### src/rtl/lsu_pkg.sv
// lsu_pkg
// Shared definitions for the load/store controller:
//   size_e          - request size encoding (byte / half / word / illegal)
//   state_e         - controller FSM states
//   is_bad_access() - true for an illegal size or a misaligned address
package lsu_pkg;

    typedef enum logic [1:0] {
        SIZE_BYTE    = 2'b00,
        SIZE_HALF    = 2'b01,
        SIZE_WORD    = 2'b10,
        SIZE_ILLEGAL = 2'b11
    } size_e;

    typedef enum logic [1:0] {
        IDLE  = 2'b00,
        READ  = 2'b01,
        WRITE = 2'b10,
        RESP  = 2'b11
    } state_e;

    // A half must sit on an even byte and a word on a 4-byte boundary.
    function automatic logic is_bad_access(input logic [1:0] size,
                                           input logic [1:0] addr_lo);
        logic bad;
        case (size)
            SIZE_BYTE: bad = 1'b0;
            SIZE_HALF: bad = addr_lo[0];
            SIZE_WORD: bad = (addr_lo != 2'b00);
            default:   bad = 1'b1;
        endcase
        return bad;
    endfunction

endpackage

### src/rtl/lsu_lane_align.sv
// lsu_lane_align
// Purely combinational lane handling for the load/store controller.
//   word       in   32  memory word captured during READ
//   addr_lo    in    2  byte offset within the word
//   size       in    2  request size (lsu_pkg::size_e encoding)
//   is_unsigned in   1  zero-extend (1) / sign-extend (0) sub-word loads
//   wdata      in   32  right-aligned store data
//   load_data  out  32  selected lane, extended to 32 bits
//   store_data out  32  word to write: whole wdata for word stores,
//                       otherwise the captured word with one lane replaced
module lsu_lane_align
    import lsu_pkg::*;
(
    input  logic [31:0] word,
    input  logic [1:0]  addr_lo,
    input  logic [1:0]  size,
    input  logic        is_unsigned,
    input  logic [31:0] wdata,
    output logic [31:0] load_data,
    output logic [31:0] store_data
);

    logic [7:0]  byte_sel;
    logic [15:0] half_sel;
    logic        sign_bit;

    always_comb begin
        byte_sel   = word[{addr_lo, 3'b000} +: 8];
        half_sel   = addr_lo[1] ? word[31:16] : word[15:0];
        sign_bit   = 1'b0;
        load_data  = word;
        store_data = wdata;

        case (size)
            SIZE_BYTE: begin
                sign_bit  = ~is_unsigned & byte_sel[7];
                load_data = {{24{sign_bit}}, byte_sel};
                store_data = word;
                store_data[{addr_lo, 3'b000} +: 8] = wdata[7:0];
            end
            SIZE_HALF: begin
                sign_bit  = ~is_unsigned & half_sel[15];
                load_data = {{16{sign_bit}}, half_sel};
                store_data = word;
                if (addr_lo[1]) begin
                    store_data[31:16] = wdata[15:0];
                end else begin
                    store_data[15:0] = wdata[15:0];
                end
            end
            default: begin
                load_data  = word;
                store_data = wdata;
            end
        endcase
    end

endmodule

### src/rtl/load_store_controller.sv
// load_store_controller
// Bridges single core load/store requests (byte/half/word, any byte address)
// onto a word-only data memory. Sub-word stores are done as read-modify-write.
//   clk, rst                 clock, synchronous active-high reset
//   req_valid/req_ready      request handshake (accepted when both high)
//   req_write/req_size/req_unsigned/req_addr/req_wdata   request fields
//   resp_valid               one-cycle completion pulse
//   resp_rdata/resp_error    extended load data / misaligned-or-illegal flag
//   mem_address/mem_write_data/mem_write/mem_read/mem_read_data
//                            word-memory port (read data changes on the
//                            falling edge inside READ)
module load_store_controller
    import lsu_pkg::*;
#(
    parameter int ADDR_WIDTH = 10
) (
    input  logic        clk,
    input  logic        rst,
    input  logic        req_valid,
    output logic        req_ready,
    input  logic        req_write,
    input  logic [1:0]  req_size,
    input  logic        req_unsigned,
    input  logic [31:0] req_addr,
    input  logic [31:0] req_wdata,
    output logic        resp_valid,
    output logic [31:0] resp_rdata,
    output logic        resp_error,
    output logic [31:0] mem_address,
    output logic [31:0] mem_write_data,
    output logic        mem_write,
    output logic        mem_read,
    input  logic [31:0] mem_read_data
);

    state_e      state;
    state_e      state_next;

    logic [31:0] addr_q;
    size_e       size_q;
    logic        write_q;
    logic        unsigned_q;
    logic [31:0] wdata_q;
    logic        err_q;
    logic [31:0] word_q;

    logic        accept;
    logic [31:0] load_data;
    logic [31:0] store_data;

    assign accept = (state == IDLE) && req_valid;

    // Word index field spelled out separately from the bits above it;
    // the bus address is the latched byte address with the lane bits cleared.
    assign mem_address    = {addr_q[31:ADDR_WIDTH+2], addr_q[ADDR_WIDTH+1:2], 2'b00};
    assign mem_write_data = store_data;

    lsu_lane_align u_lane_align (
        .word        (word_q),
        .addr_lo     (addr_q[1:0]),
        .size        (size_q),
        .is_unsigned (unsigned_q),
        .wdata       (wdata_q),
        .load_data   (load_data),
        .store_data  (store_data)
    );

    always_ff @(posedge clk) begin
        if (rst) begin
            state      <= IDLE;
            addr_q     <= '0;
            size_q     <= SIZE_BYTE;
            write_q    <= 1'b0;
            unsigned_q <= 1'b0;
            wdata_q    <= '0;
            err_q      <= 1'b0;
            word_q     <= '0;
        end else begin
            state <= state_next;
            if (accept) begin
                addr_q     <= req_addr;
                size_q     <= size_e'(req_size);
                write_q    <= req_write;
                unsigned_q <= req_unsigned;
                wdata_q    <= req_wdata;
                err_q      <= is_bad_access(req_size, req_addr[1:0]);
            end
            // Memory output settled on the falling edge inside READ.
            if (state == READ) begin
                word_q <= mem_read_data;
            end
        end
    end

    always_comb begin
        state_next = state;
        req_ready  = 1'b0;
        mem_read   = 1'b0;
        mem_write  = 1'b0;
        resp_valid = 1'b0;
        resp_error = 1'b0;
        resp_rdata = '0;

        case (state)
            IDLE: begin
                req_ready = ~rst;
                if (req_valid) begin
                    if (is_bad_access(req_size, req_addr[1:0])) begin
                        state_next = RESP;
                    end else if (!req_write) begin
                        state_next = READ;
                    end else if (req_size == SIZE_WORD) begin
                        state_next = WRITE;
                    end else begin
                        // Sub-word store: fetch the word first, then merge.
                        state_next = READ;
                    end
                end
            end
            READ: begin
                mem_read   = 1'b1;
                state_next = write_q ? WRITE : RESP;
            end
            WRITE: begin
                mem_write  = 1'b1;
                state_next = RESP;
            end
            RESP: begin
                resp_valid = 1'b1;
                resp_error = err_q;
                if (!err_q && !write_q) begin
                    resp_rdata = load_data;
                end
                state_next = IDLE;
            end
            default: state_next = IDLE;
        endcase
    end

endmodule

### config.mk
export PLATFORM = sky130hd
export DESIGN_NAME = load_store_controller
export DESIGN_NICKNAME = d
export VERILOG_FILES = /design/src/rtl/lsu_pkg.sv /design/src/rtl/lsu_lane_align.sv /design/src/rtl/load_store_controller.sv
export SDC_FILE = /design/constraint.sdc
export NUM_CORES = 1
export LEC_CHECK = 0
export CORE_ASPECT_RATIO = 0.9
export CORE_UTILIZATION = 30
export CTS_CLUSTER_DIAMETER = 80
export DETAILED_ROUTE_END_ITERATION = 10
export GPL_ROUTABILITY_DRIVEN = 0
export PLACE_DENSITY = 0.62
export SYNTH_ARGS = -nofsm -noshare
export SYNTH_HDL_FRONTEND = slang
export SYNTH_SLANG_ARGS = --single-unit
### constraint.sdc
create_clock -name clk -period 5.4 [get_ports clk]
set_clock_uncertainty 0.15 [all_clocks]
set_input_delay 0.54 -clock clk [delete_from_list [all_inputs] [get_ports clk]]
set_output_delay 0.54 -clock clk [all_outputs]
set_load 0.01 [all_outputs]
==> impl_metrics.toml, run 1 <==
[cells_and_area]
final_layout_size_suffix_gt1_share_pct = 4.84
finish.net_count = 975
n_antenna_cell = 0
area_growth_syn_to_layout_pct = 37.2
final_cells = 1117
postLayoutCoreUtil_pct = 41.9

[die]
die_h_um = 134
die_w_um = 149
floorplan.initialDensity_pct = 30.6
die_area_sq_um = 20000
placement_rows = 48
num_io_pins = 204
placeableCoreArea_sq_um = 19100

[clock_tree]
cts_setup_buffers = 0
tritoncts = "built"
hold_buffers = 0
clk_latency_ps = 360
cts-root-buf = "sky130_fd_sc_hd__clkbuf_16"
numClockSinks = 103
cts_made_buffers = 9
clockBufferDepth = 2
number_of_gates_resized_after_cts = 0
clkSlewWorstSetupHoldPaths_ps = 80
cts.htree.levels = 3

[setup_path]
crit-reg2reg-launch = "state[1]"
cp_num_buf_inv = 2
crit_start = "addr_q[1]"
crit_fanout = 41
worst_ep_required_time_ps = 4710
cells_along_the_critical_path = "inv_1 > ha_1 > nor4b_4 > a21oi_1 > o221ai_1 > clkdlybuf4s50_1"
r2r_cells = 6
critical_path.max_stage_delay_ps = 1030
timing.critical_path.to = "mem_write_data[28]"
crit_path_start_kind = "flip-flop"
path_delay_family = "flip-flops"
timing.critical_path.slowest_stage_cell = "sky130_fd_sc_hd__dfxtp_2"
crit_type = "reg -> out"
worst_setup_ep_type = "primary output"
critical_path_depth = 6
timing.critical_path.arrival_ps = 3520
r2r-end = "addr_q[26]"
worst-r2r-setup-slack_ps = 3020

[synth]
synth_simple_gate_area_share_pct = 18.5
synth_warn = 0
synth-seq-area-share_pct = 35.3
synthTopCellsByArea = "sky130_fd_sc_hd__dfxtp_1, sky130_fd_sc_hd__nand2_1, sky130_fd_sc_hd__mux2i_1, sky130_fd_sc_hd__a21oi_1, sky130_fd_sc_hd__buf_4"
synth_top_family_by_area = "compound AO/OA/AOI/OAI gates"
synthesized_area_fraction_occupied_by_ao_oa_aoi_and_oai_cells_pct = 23.0
yosys_register_bits = 103
yosysTopAreaCell = "sky130_fd_sc_hd__dfxtp_1"
synth_fa_ha_area_share_pct = 2.14
synth-edff-count = 0
muxShareOfSynthArea_pct = 11.4
yosysTopAreaCellShare_pct = 35.3
syn-mean-instance-area_sq_um = 7.98
yosys.area_share.xor_xnor_pct = 0
yosys_most_used_dff = "sky130_fd_sc_hd__dfxtp_1"
synth_area_sq_um = 5840
synth_cell_type_count = 46
netlist_instances = 731
netlist_top_cells_count = "sky130_fd_sc_hd__nand2_1, sky130_fd_sc_hd__dfxtp_1, sky130_fd_sc_hd__a21oi_1"
synth.most_common_cell = "sky130_fd_sc_hd__nand2_1"
asyncSetResetFlopFracSynth_pct = 0

[routing]
postRouteAntennaNets = 0
route.final.wire_length_um = 20400
drt-initial-drc-count = 473
vias = 5736
drt_pre_antenna_iters = 5
drc_violation_count_after_routing = 0
routed_via_density = 5.14
routed_wirelength_normalized_by_instance_count_um = 18.2

[timing]
post-route-min-period_ps = 4210
timing.final.max_slew_violations = 0
holdWs_ps = 305
tns_ps = 0
unrepaired_setup_endpoints_after_global_routing = "no"
timing_worst_slew_pin_value_ps = 1140
layout_worst_path_cycle_share_pct = 77.9
max-slew-margin-rel_pct = 23.5
final-hold-violation-count = 0
timing.final.setup_violations = 0
max_freq_mhz = 238

[min_path]
worstHoldPathType = "reg -> reg"

[placed_design]
numPlacedInstances = 1101
hpwlAfterDp_um = 14300
buffer_ports.inserted = 201

[global_routing]
antenna_violations_before_repair = 0
maximum_number_of_pins_on_one_net_before_global_route_repair = 77
globalRouteTotalUtil_pct = 20.0
gr-total-overflow = 0
global_route_wire_length_before_repair_um = 30500
vias_in_the_first_global_route = 5187

[run]
drv.max_cap_violation_count = 0

[power_and_ir_drop]
total_leakage_power_nw = 2.87
post_layout_power_mw = 3.20
vdd_drop_max_uv = 184
power_per_cell_area_nw_per_um2 = 399

[outcome]
outcome = "finished, final reports clean"
-- layout by cell type, fill, tap and decap left out, drive strengths merged, types with 3 or more instances in the layout --
master	Yosys	routed
clkdlybuf4s50	0	200
buf	62	9
a21o	16	16
o22ai	10	10
inv	14	16
o221ai	16	16
a22o	20	20
a22oi	5	5
ha	10	10
a221o	8	8
o21ai	10	10
a2111oi	9	9
clkbuf	28	11
clkinvlp	0	3
a21oi	91	91
nor2	59	59
dfxtp	103	103
nor2b	22	22
nand2	162	162
a221oi	8	8
mux2i	49	49
mux4	7	7
-- through the flow --
step	instance area, sq um	setup WS [ps]
6_report	8010	1190
5_1_grt	8010	971
4_1_cts	8010	1200
3_5_place_dp	7720	1610
3_3_place_gp	7720	1640
2_1_floorplan	5840	2630
-- worst reg2reg max path, delay by kind of cell (launching register included) --
kind / cells / cell delay [ps]
AND/OR/NAND/NOR: 2 / 850
buffers and inverters: 2 / 590
flip-flops: 1 / 330
adder cells (fa/ha/maj): 1 / 260
AO/OA/AOI/OAI: 1 / 120
-- how the worst min path moves through the flow --
| stage | cells past startpoint | from | slack [ps] | endpoint |
|---|---|---|---|---|
| 2_1_floorplan | 2 | wdata_q[16] | 290 | wdata_q[16] |
| 3_3_place_gp | 2 | addr_q[3] | 290 | addr_q[3] |
| 3_5_place_dp | 2 | addr_q[23] | 300 | addr_q[23] |
| 4_1_cts | 2 | addr_q[23] | 310 | addr_q[23] |
| 5_1_grt | 2 | addr_q[24] | 320 | addr_q[24] |
| 6_report | 2 | addr_q[22] | 300 | addr_q[22] |
-- layer usage --
metal	part of all wire (%)	track usage (%)	vias up
met1	47	29.1	2694
met4	1.5	5.50	0
met3	7.9	4.15	17
met5	0	0	-
li1	-	-	2780
met2	44	29.6	245
-- sequential cells by signal (all words and copies together), names as in the netlist --
| name | cells |
|---|---|
| err_q | 1 |
| write_q | 1 |
| wdata_q | 32 |
| addr_q | 32 |
| state | 2 |
| word_q | 32 |
| size_q | 2 |
| unsigned_q | 1 |
-- kinds of logic (layout without fill, tap and decap cells) --
| family | after synthesis | in the layout |
|---|---|---|
| AOI/OAI and AO/OA | 200 | 200 |
| adders and majority gates | 10 | 10 |
| buffers and inverters | 104 | 239 |
| DFF | 103 | 103 |
| muxes | 57 | 57 |
| other | 1 | 2 |
| and+or+nand+nor | 256 | 256 |
-- layout make-up --
type | count | area, sq um
fillers | 1977 | 11100
clock inverters | 5 | 40.0
well taps | 250 | 313
flip-flops and latches | 103 | 2060
inverters | 14 | 52.6
multi-input cells | 525 | 3230
repair buffers | 209 | 2070
clock buffers | 11 | 243
-- report_power, final --
group | internal [mW] | switching, mW | total (mW)
Sequential | 0.916 | 0.242 | 1.16
Clock | 0.330 | 0.320 | 0.649
Combinational | 0.673 | 0.718 | 1.39
Power figures use the tool's default switching activity.
==> run 2, diff against run 1 <==
- clock period: 5.4 -> 4.1 ns (I/O delays scaled with it)
==> impl_metrics.toml, run 2 (synthesis gave the netlist of run 1 again) <==
[outcome]
outcome = "finished, final reports clean"

[clock_tree]
clkSlewWorstSetupHoldPaths_ps = 80
clk_latency_ps = 360
cts-root-buf = "sky130_fd_sc_hd__clkbuf_16"
hold_buffers = 0
cts_setup_buffers = 0
numClockSinks = 103
number_of_gates_resized_after_cts = 0
tritoncts = "built"
clockBufferDepth = 2
cts_made_buffers = 9
cts.htree.levels = 3

[cells_and_area]
layout_common_cells = "sky130_fd_sc_hd__clkdlybuf4s50_1, sky130_fd_sc_hd__nand2_1, sky130_fd_sc_hd__dfxtp_1, sky130_fd_sc_hd__a21oi_1, sky130_fd_sc_hd__nor2_1"
n_antenna_cell = 0
final_cells = 1124
finalInstanceArea_sq_um = 8060
postLayoutCoreUtil_pct = 42.2
layout.cells.most_common = "sky130_fd_sc_hd__clkdlybuf4s50_1"
finish.net_count = 982
area_growth_syn_to_layout_pct = 38.1
biggestRegsByFlops = "addr_q: 32 flops, wdata_q: 32 flops, word_q: 32 flops"
final_layout_size_suffix_gt1_share_pct = 5.72

[die]
placement_rows = 48
floorplan.initialDensity_pct = 30.6
placeableCoreArea_sq_um = 19100
die_h_um = 134
die_area_sq_um = 20000
die_w_um = 149
num_io_pins = 204

[global_routing]
global_route.usage.met2_pct = 29.8
antenna_violations_before_repair = 0
globalRouteTotalUtil_pct = 20.2
vias_in_the_first_global_route = 5196
global_route_wire_length_before_repair_um = 30700
globalRouteMet1Util_pct = 29.1
maximum_number_of_pins_on_one_net_before_global_route_repair = 77
grt_most_used_layer = "met2"
grt.met3_usage_pct = 4.46
gr-total-overflow = 0

[setup_path]
worst-r2r-setup-slack_ps = 1740
cells_along_the_critical_path = "buf_4 > mux2i_1 > nor4_1 > a31oi_1 > a221oi_1 > clkdlybuf4s50_1"
crit_fanout = 30
crit_type = "reg -> out"
timing.critical_path.arrival_ps = 3320
crit_path_start_kind = "flip-flop"
worst_ep_required_time_ps = 3540
critical_path.max_stage_delay_ps = 730
r2r_cells = 6
crit_start = "addr_q[1]"
worst_setup_ep_type = "primary output"
timing.critical_path.to = "resp_rdata[15]"
timing.critical_path.slowest_stage_cell = "sky130_fd_sc_hd__a31oi_1"
r2r-end = "wdata_q[8]"
crit-reg2reg-launch = "state[0]"

[timing]
tns_ps = 0
worst_slack_ps = 221
timing_worst_slew_pin_value_ps = 974
max_freq_mhz = 258
layout_worst_path_cycle_share_pct = 94.6
final-hold-violation-count = 0
max-slew-margin-rel_pct = 34.7
holdWs_ps = 285
timing.final.max_slew_violations = 0
post-route-min-period_ps = 3880
unrepaired_setup_endpoints_after_global_routing = "no"
timing.final.setup_violations = 0

[power_and_ir_drop]
power_per_cell_area_nw_per_um2 = 523
power.sequential.fraction_pct = 35.5
post_layout_power_mw = 4.22
design_internal_power_mw = 2.52
vdd_drop_max_uv = 187
switching_power_mw = 1.70
comb_power_share_pct = 44.2
total_leakage_power_nw = 2.91
power_switching_share_pct = 40.3
power_frac_clock_pct = 20.3

[placed_design]
placement.cell_area_sq_um = 7780
numPlacedInstances = 1108
hpwlAfterDp_um = 14500
buffer_ports.inserted = 201
detailedPlace.worstSlack_ps = 658

[routing]
routed_wirelength_normalized_by_instance_count_um = 18.0
drt-initial-drc-count = 376
postRouteAntennaNets = 0
drt_pre_antenna_iters = 5
routed_via_density = 5.08
drc_violation_count_after_routing = 0
vias = 5714
route.final.wire_length_um = 20300

[run]
drv.max_cap_violation_count = 0

[min_path]
worstHoldPathType = "in -> reg"
## run 2: changes by cell type in the layout (fill, tap and decap cells not counted), sizes merged
cell | previous run | this run
clkbuf | 11 | 9
clkinvlp | 3 | 1
buf | 9 | 16
inv | 16 | 17
clkinv | 0 | 3
## run 2: how the worst min path moves through the flow
stage                      from           to  slack, ps  cells past startpoint
floorplan           wdata_q[16]  wdata_q[16]        290                      2
global placement      addr_q[4]    addr_q[4]        290                      2
detailed placement   addr_q[24]   addr_q[24]        300                      2
CTS                         rst   addr_q[10]        280                      2
global route                rst    addr_q[7]        280                      2
finish                      rst   addr_q[12]        290                      2
## run 2: final cells by class
class / count / area, sq um
Clock buffer: 9 / 225
Clock inverter: 7 / 55.1
Fill cell: 1987 / 11000
Inverter: 14 / 52.6
Multi-Input combinational cell: 525 / 3230
Sequential cell: 103 / 2060
Tap cell: 250 / 313
Timing Repair Buffer: 216 / 2120
## run 2: power by group through the flow
stage          Sequential [mW]  Clock (mW)  Combinational (mW)
2_1_floorplan             1.36           0                1.27
3_3_place_gp              1.50           0                1.87
3_5_place_dp              1.51           0                1.88
4_1_cts                   1.49       0.878                1.88
5_1_grt                   1.52       0.918                2.05
6_report                  1.50       0.856                1.86
## run 2: worst max-delay path, delay by kind of cell (launching register included)
| family | cells | cell delay [ps] |
|---|---|---|
| buffers and inverters | 2 | 990 |
| AOI/OAI and AO/OA | 2 | 920 |
| DFF | 1 | 510 |
| muxes | 1 | 420 |
| and+or+nand+nor | 1 | 90 |
## run 2: metal layers
layer	share of wire [%]	wire length (um)
met1	48	9710
met2	43	8680
met4	1.4	282
met5	0	0
met3	7.9	1610
